<file path="config.mk">
export PLATFORM = sky130hd
export DESIGN_NAME = firstcode_flat
export DESIGN_NICKNAME = d
export VERILOG_FILES = /design/src/rtl/firstcode_pkg.sv /design/src/rtl/firstcode_if.sv /design/src/rtl/firstcode_tt_lut2.sv /design/src/rtl/firstcode.sv /design/src/flat_wrapper.sv
export SDC_FILE = /design/constraint.sdc
export NUM_CORES = 1
export LEC_CHECK = 0
export ABC_AREA = 1
export BUFFER_PORTS_ARGS = -buffer_cell sky130_fd_sc_hd__buf_2
export CORE_ASPECT_RATIO = 1.2
export CORE_UTILIZATION = 45
export DETAILED_ROUTE_END_ITERATION = 16
export PLACE_DENSITY = 0.66
export SYNTH_ARGS = -nofsm -noshare
export SYNTH_HDL_FRONTEND = slang
export SYNTH_SLANG_ARGS = --single-unit
</file>
<file path="constraint.sdc">
create_clock -name clk -period 1.78 [get_ports clk]
set_input_delay 0 -clock clk [delete_from_list [all_inputs] [get_ports clk]]
set_output_delay 0 -clock clk [all_outputs]
set_load 0.02 [all_outputs]
</file>
<file path="src/rtl/firstcode_pkg.sv">
// Shared constants for the firstcode logic cell.
// Truth-table entry index is {a,b}: 0=(0,0) 1=(0,1) 2=(1,0) 3=(1,1).
package firstcode_pkg;

  localparam logic [3:0] TT_AND  = 4'b1000;
  localparam logic [3:0] TT_OR   = 4'b1110;
  localparam logic [3:0] TT_XOR  = 4'b0110;
  localparam logic [3:0] TT_NAND = 4'b0111;
  localparam logic [3:0] TT_NOR  = 4'b0001;
  localparam logic [3:0] TT_XNOR = 4'b1001;

  function automatic logic [1:0] tt_idx(
    input logic a,
    input logic b
  );
    return {a, b};
  endfunction

endpackage

</file>
<file path="src/rtl/firstcode_if.sv">
// Operand, truth-table and result bundle of the firstcode cell.
// Master drives operands and table; slave returns the result.
interface firstcode_if #(
  parameter int WIDTH = 1,
  parameter int CNT_W = 16
);

  logic [WIDTH-1:0] A;
  logic [WIDTH-1:0] B;
  logic [3:0]       TT;
  logic             TT_LOAD;
  logic [WIDTH-1:0] C;
  logic             C_CHANGED;
  logic [CNT_W-1:0] CHG_CNT;

  modport master (
    output A, B, TT, TT_LOAD,
    input  C, C_CHANGED, CHG_CNT
  );

  modport slave (
    input  A, B, TT, TT_LOAD,
    output C, C_CHANGED, CHG_CNT
  );

endinterface

</file>
<file path="src/rtl/firstcode_tt_lut2.sv">
// One-bit combinational truth-table lookup.
// Output is tt_i selected by the {a,b} index.
module tt_lut2
  import firstcode_pkg::*;
(
  input  logic [3:0] tt_i,
  input  logic       a_i,
  input  logic       b_i,
  output logic       y_o
);

  assign y_o = tt_i[tt_idx(a_i, b_i)];

endmodule

</file>
<file path="src/rtl/firstcode.sv">
// Registered programmable two-input logic cell with
// change flag and saturating change counter.
module firstcode
  import firstcode_pkg::*;
#(
  parameter int         WIDTH      = 1,
  parameter logic [3:0] DEFAULT_TT = TT_AND,
  parameter int         CNT_W      = 16
) (
  input logic        clk,
  input logic        rst,
  firstcode_if.slave bus
);

  logic [3:0]       fn_q, fn_d;
  logic [WIDTH-1:0] c_q, c_d;
  logic             chg_q, chg_d;
  logic [CNT_W-1:0] cnt_q, cnt_d;

  for (genvar g = 0; g < WIDTH; g++) begin : g_lut
    tt_lut2 u_lut (
      .tt_i (fn_q),
      .a_i  (bus.A[g]),
      .b_i  (bus.B[g]),
      .y_o  (c_d[g])
    );
  end

  // The result at a load edge still uses the old table.
  always_comb begin
    fn_d  = fn_q;
    chg_d = (c_d != c_q);
    cnt_d = cnt_q;
    if (bus.TT_LOAD) fn_d = bus.TT;
    if (chg_d && (cnt_q != {CNT_W{1'b1}}))
      cnt_d = cnt_q + 1'b1;
  end

  always_ff @(posedge clk) begin
    if (rst) begin
      fn_q  <= DEFAULT_TT;
      c_q   <= '0;
      chg_q <= 1'b0;
      cnt_q <= '0;
    end else begin
      fn_q  <= fn_d;
      c_q   <= c_d;
      chg_q <= chg_d;
      cnt_q <= cnt_d;
    end
  end

  assign bus.C         = c_q;
  assign bus.C_CHANGED = chg_q;
  assign bus.CHG_CNT   = cnt_q;

endmodule

</file>
<file path="src/flat_wrapper.sv">
// flat-port wrapper written by rule: the top's interface ports become plain ports
module firstcode_flat import firstcode_pkg::*;
#(
  parameter int         WIDTH      = 1,
  parameter logic [3:0] DEFAULT_TT = TT_AND,
  parameter int         CNT_W      = 16
)
  (clk, rst, bus_A, bus_B, bus_TT, bus_TT_LOAD, bus_C, bus_C_CHANGED, bus_CHG_CNT);
  firstcode_if #(.WIDTH(WIDTH), .CNT_W(CNT_W)) bus_i ();
  input logic clk;
  input logic rst;
  input wire logic [$bits(bus_i.A)-1:0] bus_A;
  input wire logic [$bits(bus_i.B)-1:0] bus_B;
  input wire logic [$bits(bus_i.TT)-1:0] bus_TT;
  input wire logic [$bits(bus_i.TT_LOAD)-1:0] bus_TT_LOAD;
  output wire logic [$bits(bus_i.C)-1:0] bus_C;
  output wire logic [$bits(bus_i.C_CHANGED)-1:0] bus_C_CHANGED;
  output wire logic [$bits(bus_i.CHG_CNT)-1:0] bus_CHG_CNT;
  assign bus_i.A = bus_A;
  assign bus_i.B = bus_B;
  assign bus_i.TT = bus_TT;
  assign bus_i.TT_LOAD = bus_TT_LOAD;
  assign bus_C = bus_i.C;
  assign bus_C_CHANGED = bus_i.C_CHANGED;
  assign bus_CHG_CNT = bus_i.CHG_CNT;
  firstcode #(.WIDTH(WIDTH), .DEFAULT_TT(DEFAULT_TT), .CNT_W(CNT_W)) u_core (.clk(clk), .rst(rst), .bus(bus_i));
endmodule
</file>
==> results of run 1 <==
==> metrics by stage <==
step,hold WS [ps],power [mW],cell area [sq um]
global placement,212,0.753,1400
CTS,12.6,1.16,1540
finish,20.2,1.15,1540
global route,35.0,1.22,1540
detailed placement,213,0.758,1400
floorplan,122,0.708,1250
==> cells in the final DEF (no fill, tap or decap), types with 3 or more instances in the layout <==
| cell | n |
|---|---|
| dlygate4sd3_1 | 9 |
| nand3_1 | 23 |
| dfxtp_1 | 21 |
| nor2_1 | 37 |
| inv_1 | 18 |
| a21oi_1 | 10 |
| nand2_1 | 50 |
| a21oi_2 | 3 |
| o21ai_0 | 6 |
| nand4_1 | 5 |
| nand2_2 | 4 |
| buf_2 | 26 |
| xor2_1 | 3 |
| clkbuf_4 | 3 |
==> repair_timing <==
item | CTS | global route
setup endpoints to repair | 0 | 2
endpoints found under the hold margin | 12 | 0
hold buffers | 9 | 0
resized for setup | 0 | 2
==> per-layer routing <==
| metal | up-vias | wire length, um |
|---|---|---|
| li1 | 695 | - |
| met1 | 598 | 1330 |
| met2 | 29 | 1410 |
| met3 | 2 | 99 |
| met4 | 0 | 23 |
| met5 | - | 0 |
==> logic make-up after synthesis <==
kind of cell | count (synthesis)
buffers and inverters | 23
adder cells (fa/ha/maj) | 1
flip-flops | 22
AO/OA/AOI/OAI | 19
AND/OR/NAND/NOR | 125
XOR/XNOR | 5
==> cells in the mapped netlist <==
| master | count | share of area |
|---|---|---|
| a21oi_2 | 3 | 0.021 |
| nand2_1 | 50 | 0.15 |
| o21ai_0 | 6 | 0.024 |
| buf_8 | 1 | 0.012 |
| nor2_2 | 1 | 0.0050 |
| nand3_4 | 1 | 0.014 |
| ha_1 | 1 | 0.010 |
| nor2_1 | 38 | 0.11 |
| dfxtp_1 | 22 | 0.35 |
| or2_2 | 1 | 0.0050 |
| nand3_1 | 23 | 0.092 |
| nand2_2 | 4 | 0.020 |
| buf_4 | 1 | 0.0060 |
| nand4_1 | 5 | 0.025 |
| inv_1 | 18 | 0.054 |
| xor2_1 | 3 | 0.021 |
| clkinv_2 | 1 | 0.0040 |
| a21oi_1 | 10 | 0.040 |
| nor3_1 | 2 | 0.0080 |
| clkbuf_1 | 2 | 0.0060 |
| xnor2_1 | 2 | 0.014 |
==> final cells by class <==
cell class / count / area (sq um)
clock inverter: 1 / 30.0
sequential: 22 / 442
timing repair buffer: 36 / 228
tap: 33 / 41.3
fill: 269 / 1030
multi-input combinational: 150 / 707
inverter: 19 / 72.6
clock buffer: 3 / 22.5
==> worst min-delay path: stages <==
cell,delay [ps]
buf_2,110
inv_1,70
nand2_1,60
nand3_1,50
==> worst max-delay path by stage <==
stage                                     start                endpoint  slack (ps)  depth (start not counted)
after global routing      u_core.bus.CHG_CNT[1]   u_core.bus.CHG_CNT[0]          40                         10
after floorplan           u_core.bus.CHG_CNT[0]   u_core.bus.CHG_CNT[9]         190                         10
after CTS                 u_core.bus.CHG_CNT[1]  u_core.bus.CHG_CNT[14]         150                         10
after global placement    u_core.bus.CHG_CNT[1]  u_core.bus.CHG_CNT[14]         270                         10
after detailed placement  u_core.bus.CHG_CNT[1]  u_core.bus.CHG_CNT[14]         180                         10
final                                       rst          u_core.fn_q[2]         100                          6
==> registers in the layout, summed over array words and instances, names as in the netlist <==
name and flops:
u_core.bus.CHG_CNT 16, u_core.bus.C 1, u_core.bus.C_CHANGED 1, u_core.fn_q 4
==> where the power goes <==
part           internal, mW  leakage, nW  total, mW  switching, mW
logic                0.0815        0.516      0.214          0.132
registers             0.522        0.180      0.552         0.0297
clock network         0.227       0.0279      0.386          0.159
==> run summary, run 1 <==
The simple-gate portion of the synthesized area is 0.434. For the worst setup slack after placement, the log shows 175 ps. The die is 50.1 um wide. In the final timing run, aggregate negative setup slack is 0 ps. Setup slack on the worst reg-to-reg path comes out at 240 ps.

The capture endpoint of the worst hold path is u_core.fn_q[3]. The final critical-path share of the clock period works out to 0.944. The tools report the remaining max-slew budget at the tightest pin as 0.709. For the initial antenna violation count, the log shows 0. For the number of iterations in the first detailed-routing pass, the log shows 6. The run finished with clean final reports. In this run the worst hold path is classified as primary input to flop.

The via count of the first global-routing pass is 1133, and the maximum clock frequency is 595 MHz. The proportion of layout cells with a drive suffix above 1 works out to 0.190. In this run, placement finished with an instance count of 251.

The fraction of the mapped netlist area in adder cells came out at 0.0100. The cell count after synthesis came out at 195. The worst register-to-register path ends at u_core.bus.CHG_CNT[0]. The global routing stage identified its most utilized layer as met2. The run gives 0.353 as the sequential area share after synthesis. Summed over all cells, the static leakage comes to 0.725 nW. The total of max-cap violations came out at 0. The logs give 2580 sq um for the area inside the core boundary and 0.456 mV for the peak ir drop on the vdd network. The tools report the count of nets left with antenna violations after detail routing as 0. The compound-gate portion of the synthesized area works out to 0.0853. For the worst setup path, the data required time is 2040 ps. The longest clock path from root to sink contains 2 buffers. Most frequent cell on the critical path: dlygate4sd3_1.

Combined area of all synthesized cells: 1250 sq um. 0 antenna diodes ended up in the layout. The vias per cell is 5.02. Setup repair after global routing left no endpoint under its margin. Along the worst hold path, the cell count comes to 4. On the worst path, the slowest cell contributes a delay of 570 ps.

Combinational family with the most area after synthesis: simple AND/OR/NAND/NOR gates. Summing over every cut layer, the via total after detailed routing is 1324. The remaining design rule violation count is 0, and the number of warning messages in the yosys log is 0.

After clock tree synthesis, the clock-pin slew on the worst setup and hold paths is 130 ps. The critical path goes through dlygate4sd3_1 -> buf_2 -> inv_1 -> o21ai_0 -> nor2_1 -> dlygate4sd3_1. The area growth from synthesis to layout is 23.7%.

Buffers inserted during clock tree synthesis total 3. Number of non-filler instances in the completed layout: 264. Category of cells accounting for the largest share of critical-path delay: buffers and inverters.

The initialized floorplan defines 20 standard-cell rows. When the netlist entered floorplanning its net count stood at 205. The met2 usage is 0.368, and the starting DRC count in detailed routing is 54.

The worst hold path begins at bus_TT_LOAD. The port buffer count was 26; the data arrival time at the worst-slack endpoint was 1940 ps. TritonCTS built the clock tree. In this run the clock root is driven by a clkbuf_4. After global routing the overflow that remains totals 0.

Setup violations remaining at the end of the flow were counted as 0. The count of buffer and inverter cells on the critical path was 4; the final core utilization was 0.599. The number of sinks driven by the clock tree is 22. The die boundary height was 59.7 um; the maximum fanout along the worst path was 14. Initial cell density of the core: 0.484.

The synthesized netlist contains 21 unique library cells. After detailed routing, the total wire length is 2.86 mm. The number of hold violations in the final report came out at 0. The tools report the number of buffers inserted by post-CTS setup repair as 0. Entering global routing, the biggest net connects 17 pins.

The run gives 0.263 as the met1 track demand over resource. After the last flow step, the layout net total stands at 242. The setup path with the least slack is of type primary input to flop. The overall die area was 2990 sq um; the transition time at the pin with the least slew margin was 436 ps. The share of the synthesized netlist area taken by xor and xnor gates is 0.0351, and the total power divided by cell area is 747 nW/um^2.

The mean instance size in the synthesized netlist is 6.40 sq um, and the clock skew is 7.05 ps. The worst setup path is launched from a primary input. Nature of the critical path endpoint: a flop. After layout, the worst setup slack is 98.9 ps. The tools report the clock insertion delay at the later pin of the skew report as 310 ps. The first global-routing pass estimated 4.78 mm of wire. Counting I/O delays and the setup requirement, the final critical path takes 1680 ps. The run gives 2.01 mm as the final HPWL from detailed placement. The tools report the total routing resource utilization after global routing as 0.212.

The number of max-slew violations in the final report was 0. The tools report the startpoint of the worst register-to-register path as u_core.bus.CHG_CNT[1]. The length in cells of the worst reg-to-reg path is 9, and the per-cell routed wire length is 10.8 um. The slowest stage cell on the critical path is dlygate4sd3_1. The logs give 0.0280 for the met3 usage in global routing and 1 for the H-tree depth. For this design the top-level I/O count stands at 27.

The synthesized design contains 22 register bits. The multiplexer share of the synthesized area came out at 0. At the end of routability-driven placement, the weighted congestion stood at 0.852.
Power figures use the tool's default switching activity.
==> run 2: changes to the inputs <==
--- a/config.mk
+++ b/config.mk
@@ -6,11 +6,12 @@
 export NUM_CORES = 1
 export LEC_CHECK = 0
 export ABC_AREA = 1
-export BUFFER_PORTS_ARGS = -buffer_cell sky130_fd_sc_hd__buf_2
 export CORE_ASPECT_RATIO = 1.2
 export CORE_UTILIZATION = 45
 export DETAILED_ROUTE_END_ITERATION = 16
-export PLACE_DENSITY = 0.66
+export DONT_BUFFER_PORTS = 1
+export PLACE_DENSITY = 0.58
+export SETUP_SLACK_MARGIN = 0.3
 export SYNTH_ARGS = -nofsm -noshare
 export SYNTH_HDL_FRONTEND = slang
 export SYNTH_SLANG_ARGS = --single-unit
==> run 2 against run 1 <==
  * Combinational power increased by 7%
  * Routed wire length increased by 14%
  * Clock-buffer cell count increased by 1
  * Non-clock buffer count decreased by 9
  * Maximum frequency increased by 19%
==> run summary, run 2 (synthesized netlist as in run 1, its figures left out) <==
The tool flagged a number of max-cap violations equal to 0. In this run the power density over the cells is 667 nW/um^2. The tools report the final setup TNS as 0 ps.

The analysis attributes to cell leakage a power of 0.722 nW. The run gives 0 as the number of max-slew violations in the final report. The total routing resource utilization after global routing is 0.235, and the H-tree depth is 1.

The peak ir drop on the vdd network was 0.538 mV; the clock skew was 6.50 ps. The routed design could run at a clock period as short as 1410 ps. The via count of the first global-routing pass was 1264; the per-cell routed wire length was 12.7 um. The number of flip-flops under the largest register name was 16; the first-pass GRT wire length was 5.32 mm. The final critical-path share of the clock period works out to 0.794. Number of hold violations in the final report: 0. Initial cell density of the core: 0.484. The remaining design rule violation count is 0, and the overall overflow remaining after global route is 0. For the pin with the worst max-slew slack, the measured transition is 451 ps. The detailed router placed 1350 vias in this run. TritonCTS built the clock tree. Leaving out fill and tap cells, the most frequent cell in the layout is nand2_1. The critical path ends at u_core.bus.CHG_CNT[1].

Measured along the y axis, the die boundary spans 59.7 um. The initial antenna violation count is 0. The area growth from synthesis to layout is 31.1%. After clock tree synthesis, the clock-pin slew on the worst setup and hold paths is 140 ps. Summed over all nets, the half-perimeter wirelength after detailed placement is 2.16 mm. Using the TritonRoute via totals, the vias-per-cell ratio works out to 5.27. Setup violations remaining at the end of the flow were counted as 0. The remaining max-slew budget at the tightest pin is 0.699, and the number of top-level pins is 27. Timing would allow up to 707 MHz. The tools report the overall die area as 2990 sq um.

The clock passes through at most 2 buffers. The proportion of layout cells with a drive suffix above 1 came out at 0.251. Entering global routing, the biggest net connects 15 pins. The setup check on the worst reg-to-reg path leaves a slack of 370 ps. Startpoint type of the worst setup path: a flop.

Row generation in the floorplan step produced 20 rows. In this run the critical register-to-register path is captured at u_core.bus.CHG_CNT[1]. The number of antenna diodes in the final layout is 0. The maximum fanout along the worst path works out to 8.

The tightest min-delay check is of the primary input to flop type. The routed design has 3.25 mm of wire. For the worst setup path, the data required time is 2010 ps. The count of nets left with antenna violations after detail routing was 0. The port buffer count came out at 0. The tree is rooted in a clkbuf_4. The tools report the origin of the worst setup path as u_core.bus.CHG_CNT[1].

The run gives 0.634 as the final core utilization. The tools report the routability congestion estimate as 0.940. The final layout contains 234 nets. The worst register-to-register path begins at u_core.bus.CHG_CNT[1]. The tools report the starting DRC count in detailed routing as 42. In this run, CTS created clock tree buffers numbering 3. The number of iterations in the first detailed-routing pass is 4, and the number of sinks driven by the clock tree is 22.

The flow ran to the end, and the final reports show no timing, DRC or antenna violations. STA puts the critical path data arrival time at 1640 ps. For the worst-skew pair, the clock arrives at the later sink with an insertion delay of 320 ps. The die is 50.1 um wide. The tools report the area inside the core boundary as 2580 sq um.

The fill cell total of the finished layout was 247. The worst setup path is of the flop to flop kind. The worst setup path is captured at a flop.

The length in cells of the worst reg-to-reg path came out at 10. Setup repair after global routing could not meet its margin everywhere. The library cells used most frequently in the layout, excluding fill and tap cells, are nand2_1 (46), nor2_1 (32), nand3_1 (21).
run 2: cell types whose count changed in the layout (fill, tap and decap cells not counted), sizes merged:
| cell | before | now |
|---|---|---|
| clkinv | 1 | 0 |
| bufinv | 1 | 0 |
| buf | 27 | 16 |
| nand3 | 24 | 25 |
| clkbuf | 3 | 4 |
| dlygate4sd3 | 9 | 11 |
| inv | 18 | 19 |
run 2: worst min-delay path by stage:
| stage | startpoint | depth (start not counted) | end |
|---|---|---|---|
| finish | bus_A | 3 | u_core.bus.C_CHANGED |
| CTS | rst | 1 | u_core.bus.CHG_CNT[13] |
| detailed placement | rst | 1 | u_core.bus.CHG_CNT[13] |
| global route | bus_A | 3 | u_core.bus.C_CHANGED |
| global placement | rst | 1 | u_core.bus.CHG_CNT[9] |
| floorplan | bus_TT[3] | 2 | u_core.fn_q[3] |
run 2: metal layers:
metal,vias to the layer above,track usage,wire length (um)
li1,683,-,-
met1,611,0.263,1340
met2,42,0.430,1640
met3,14,0.0458,173
met4,0,0.0939,101
met5,-,0,0
run 2: critical path, stage by stage (launching register included):
cell	delay (ps)
dfxtp_4	440
ha_4	170
nand3_4	100
inv_4	80
nand2_4	60
inv_4	70
nand2_4	70
nand3_4	140
inv_2	60
nor2_1	80
nor2_1	50
run 2: per-stage QoR:
step	worst slack, ps	power (mW)	std cells	hold slack, ps	instance area, sq um
after floorplan	305	0.710	195	122	1250
after global placement	151	0.742	239	64.8	1370
after detailed placement	184	0.744	239	66.0	1370
after CTS	294	1.06	254	-282	1550
after global routing	279	1.15	256	44.6	1640
final	366	1.09	256	38.0	1640
run 2: area by class of cell:
cell class / instances / area, sq um / share of cell area
multi-input combinational: 151 / 796 / 0.487
tap: 33 / 41.3 / 0.0252
inverter: 19 / 76.3 / 0.0467
sequential: 22 / 455 / 0.279
timing repair buffer: 27 / 230 / 0.141
clock buffer: 4 / 36.3 / 0.0222
run 2: timing repair:
item,4_1_cts,5_1_grt
endpoints found under the setup margin,15,16
setup buffers,0,1
hold buffers,10,1
gates cloned,1,0
hold endpoints to repair,12,7
pin swaps,0,3
resized for setup,12,23
run 2: power breakdown:
part	switching, mW	internal [mW]
Combinational	0.138	0.0913
Clock	0.167	0.125
Sequential	0.0435	0.525
Total	0.349	0.742
==> run 3: changes to the inputs <==
--- a/config.mk
+++ b/config.mk
@@ -5,7 +5,7 @@
 export SDC_FILE = /design/constraint.sdc
 export NUM_CORES = 1
 export LEC_CHECK = 0
-export ABC_AREA = 1
+export ABC_AREA = 0
 export CORE_ASPECT_RATIO = 1.2
 export CORE_UTILIZATION = 45
 export DETAILED_ROUTE_END_ITERATION = 16
==> constraint.sdc (replaced) <==
create_clock -name clk -period 1.43 [get_ports clk]
set_input_delay 0 -clock clk [delete_from_list [all_inputs] [get_ports clk]]
set_output_delay 0 -clock clk [all_outputs]
set_load 0.02 [all_outputs]
==> run 3 against run 2 <==
  * The run now ends with setup timing left
  * Routed wire length is 4.4% higher
  * Sequential power up 17%
  * Critical path depth is 5 lower
  * First-iteration DRC count decreased by 57%
  * Register-to-register slack lost 830 ps
==> run summary, run 3 <==
The run finished, with violations left. The final reports fail on setup timing. The met1 track demand over resource was 0.267; the number of max-slew violations in the final report was 0. Across the run, the number of max-cap violations was 0.

Sequential area share after synthesis: 0.386. In this run the static leakage power is 0.703 nW. The number of CTS-inserted buffers came out at 3.

The setup slack after layout is -459 ps, and the count of nets left with antenna violations after detail routing is 0. The flip-flop and latch count after synthesis was 22; the overall overflow remaining after global route was 0. The finished cells cover 1930 sq um. Share of the synthesized netlist area taken by xor and xnor gates: 0.0241.

The wire-length estimate of the detail-placed layout is 1.90 mm. The register with the most flip-flops in the layout has 16 of them. Counting every net in the synthesized netlist gives 134.

In this run the most critical hold path is launched from bus_A. The die boundary height was 57.2 um; the remaining design rule violation count was 0. For this block, the via count after detailed routing is 1177. In this run the cell area of the synthesized design comes to 1140 sq um. Compared with the post-synthesis result, the final layout area differs by 68.9%. In this run the worst path has a maximum fanout of 5. The tools report the met3 usage in global routing as 0.0443. The most used flip-flop cell after synthesis is dfxtp_1. 0 antenna diodes ended up in the layout. The required time reported for the critical path endpoint was 1690 ps. Among all cell types in the netlist, the one instantiated most often is dfxtp_1. Number of sinks driven by the clock tree: 22.

The logs give 0 for the number of hold violations in the final report and 36 for the count of unique library cells instantiated by Yosys. Transition time at the pin with the least slew margin: 483 ps. The compound-gate portion of the synthesized area is 0.129, and the fraction of the mapped netlist area in adder cells is 0.0110.

The net count of the finished layout is 185. Summing internal, switching and leakage power gives 1.44 mW. During placement, the flow inserted port buffers numbering 0. For the finished layout, the period the worst path requires is 1890 ps. Area share of the largest cell type after synthesis: 0.386.

The routability congestion estimate was 0.798. After clock tree synthesis, the clock-pin slew on the worst setup and hold paths is 130 ps. The overall routed net length was 3.39 mm; the met2 usage was 0.342. By area the synthesized netlist is led by dfxtp_1 (39%), o31ai_1 (4.6%), or4_1 (4.6%). The final critical-path share of the clock period is 1.32. The most area-hungry cell type in the Yosys netlist was dfxtp_1.

The clock insertion delay at the later pin of the skew report is 320 ps. The layout has 133 filler cells. For the maximum buffer depth of the clock tree, the log shows 2.

The H-tree depth was 1; the clock skew was 8.06 ps. Entering global routing, the biggest net connects 28 pins. The number of placed instances, taps included, is 186. After detailed placement, the total cell area comes to 1490 sq um. The die span in x was 48.0 um; the initial antenna violation count was 0. For this design the ratio of total power to cell area is 749 nW/um^2. Counting every instance in the synthesized netlist gives 124. Remaining max-slew budget at the tightest pin: 0.676. In this run the worst setup path begins at u_core.fn_q[2]. The proportion of layout cells with a drive suffix above 1 is 0.529, and the overall die area is 2740 sq um. Busiest layer in global routing: met2. The logs give 0.210 for the total routing resource utilization after global routing and 0.485 for the initial cell density of the core. Data on the critical path arrives at its endpoint at 2150 ps. The region available for standard cell placement spans 2350 sq um.

The tools report the final setup TNS as -6870 ps. Setup violations remaining at the end of the flow were counted as 17. Final core utilization: 0.819.

The post-synthesis async set-or-reset flop share came out at 0. The finished layout holds 205 standard cells, fillers aside. Standard-cell row count: 19. The class of the most critical hold timing path was primary input to flop. TritonCTS built the clock tree. The tools report the root buffer cell as clkbuf_4.

The commonest cells after synthesis are dfxtp_1 (22), nor2_1 (11), nand3_1 (9). Area taken by flip-flops and latches: 454 sq um. The first detailed-routing pass took 4 iterations.

Before CTS, the worst setup slack after placement is -502 ps. Static timing analysis puts the maximum clock frequency at 529 MHz. Summing all multi-input logic gate instances after layout gives 941 sq um. The vias per cell is 5.74, and the multiplexer share of the synthesized area is 0.0954. The simple-gate portion of the synthesized area came out at 0.307.

The synthesized design contains 0 enable-type register cells. The Yosys step of the flow raised 0 warnings. The final worst hold slack was 186 ps.

The worst setup path is captured at a flop. During I/O placement, the number of pins put on the boundary was 27. Per-cell routed wire length: 16.6 um.

The most common library cell in the layout ignoring fill and taps was buf_4. The tools report the first-pass GRT wire length as 4.22 mm. Setup repair after global routing could not meet its margin everywhere.

IR analysis of the VDD net gives a maximum drop of 0.787 mV. In the layout the commonest cells are buf_4 (38), dfxtp_1 (17), nor2_1 (10). In this run the mean area of a mapped cell was 9.20 sq um. The combinational family with the most area after synthesis is simple AND/OR/NAND/NOR gates. Startpoint of the worst register-to-register path: u_core.fn_q[2].

STA classifies the critical path startpoint as a flop. For the via count of the first global-routing pass, the log shows 1003. The worst setup path is of the flop to flop kind. Starting DRC count in detailed routing: 18.
==> run 3: changes by cell type in the layout (fill, tap and decap cells not counted), sizes merged, moves of 6 or more <==
cell,previous run,this run
nand3,25,9
inv,19,4
nor2b,0,7
nand2,54,4
or4,0,7
o31ai,0,7
nor4,0,6
buf,16,44
nor2,39,11
==> run 3: what timing repair did <==
action | in CTS | in global routing
buffers inserted | 1 | 4
resized for setup | 0 | 42
cloned | 1 | 2
pin swaps | 1 | 20
setup endpoints to repair | 17 | 18
endpoints found under the hold margin | 22 | 22
==> run 3: cells by family (layout without fill, tap and decap cells) <==
family | Yosys count | after routing
fa+ha+maj | 1 | 1
compound gates | 21 | 21
flops | 22 | 22
mux | 9 | 9
simple gates | 59 | 59
buf+inv | 11 | 58
xor+xnor | 1 | 4
==> run 3: worst paths after layout <==
kind                                              end  depth (start not counted)  slack [ps]
worst min-delay path                     u_core.bus.C                          3         190
worst max register to register  u_core.bus.CHG_CNT[4]                          5        -460
worst min register to register         u_core.fn_q[2]                          2         510
worst max-delay path            u_core.bus.CHG_CNT[4]                          5        -460
==> run 3: report_power, final <==
group,internal (mW),switching (mW)
clock network,0.213,0.211
logic,0.185,0.171
registers,0.635,0.0274
total,1.03,0.410
==> run 3: final cells by class <==
| class | count | share of cell area |
|---|---|---|
| Multi-Input combinational cell | 94 | 0.488 |
| Tap cell | 31 | 0.0201 |
| Inverter | 4 | 0.00779 |
| Sequential cell | 22 | 0.236 |
| Clock buffer | 4 | 0.0247 |
| Timing Repair Buffer | 50 | 0.223 |
==> run 3: routing by layer <==
layer,routed length [um],part of all wire
met5,0,0
met1,1430,0.42
met2,1820,0.54
met4,34,0.010
met3,104,0.031
==> run 3: critical path, cell delays in order, from the launching register on <==
cell and delay, ps:
dfxtp_2 350, mux4_2 480, buf_12 180, xnor2_4 170, or4_4 550, a21oi_2 120
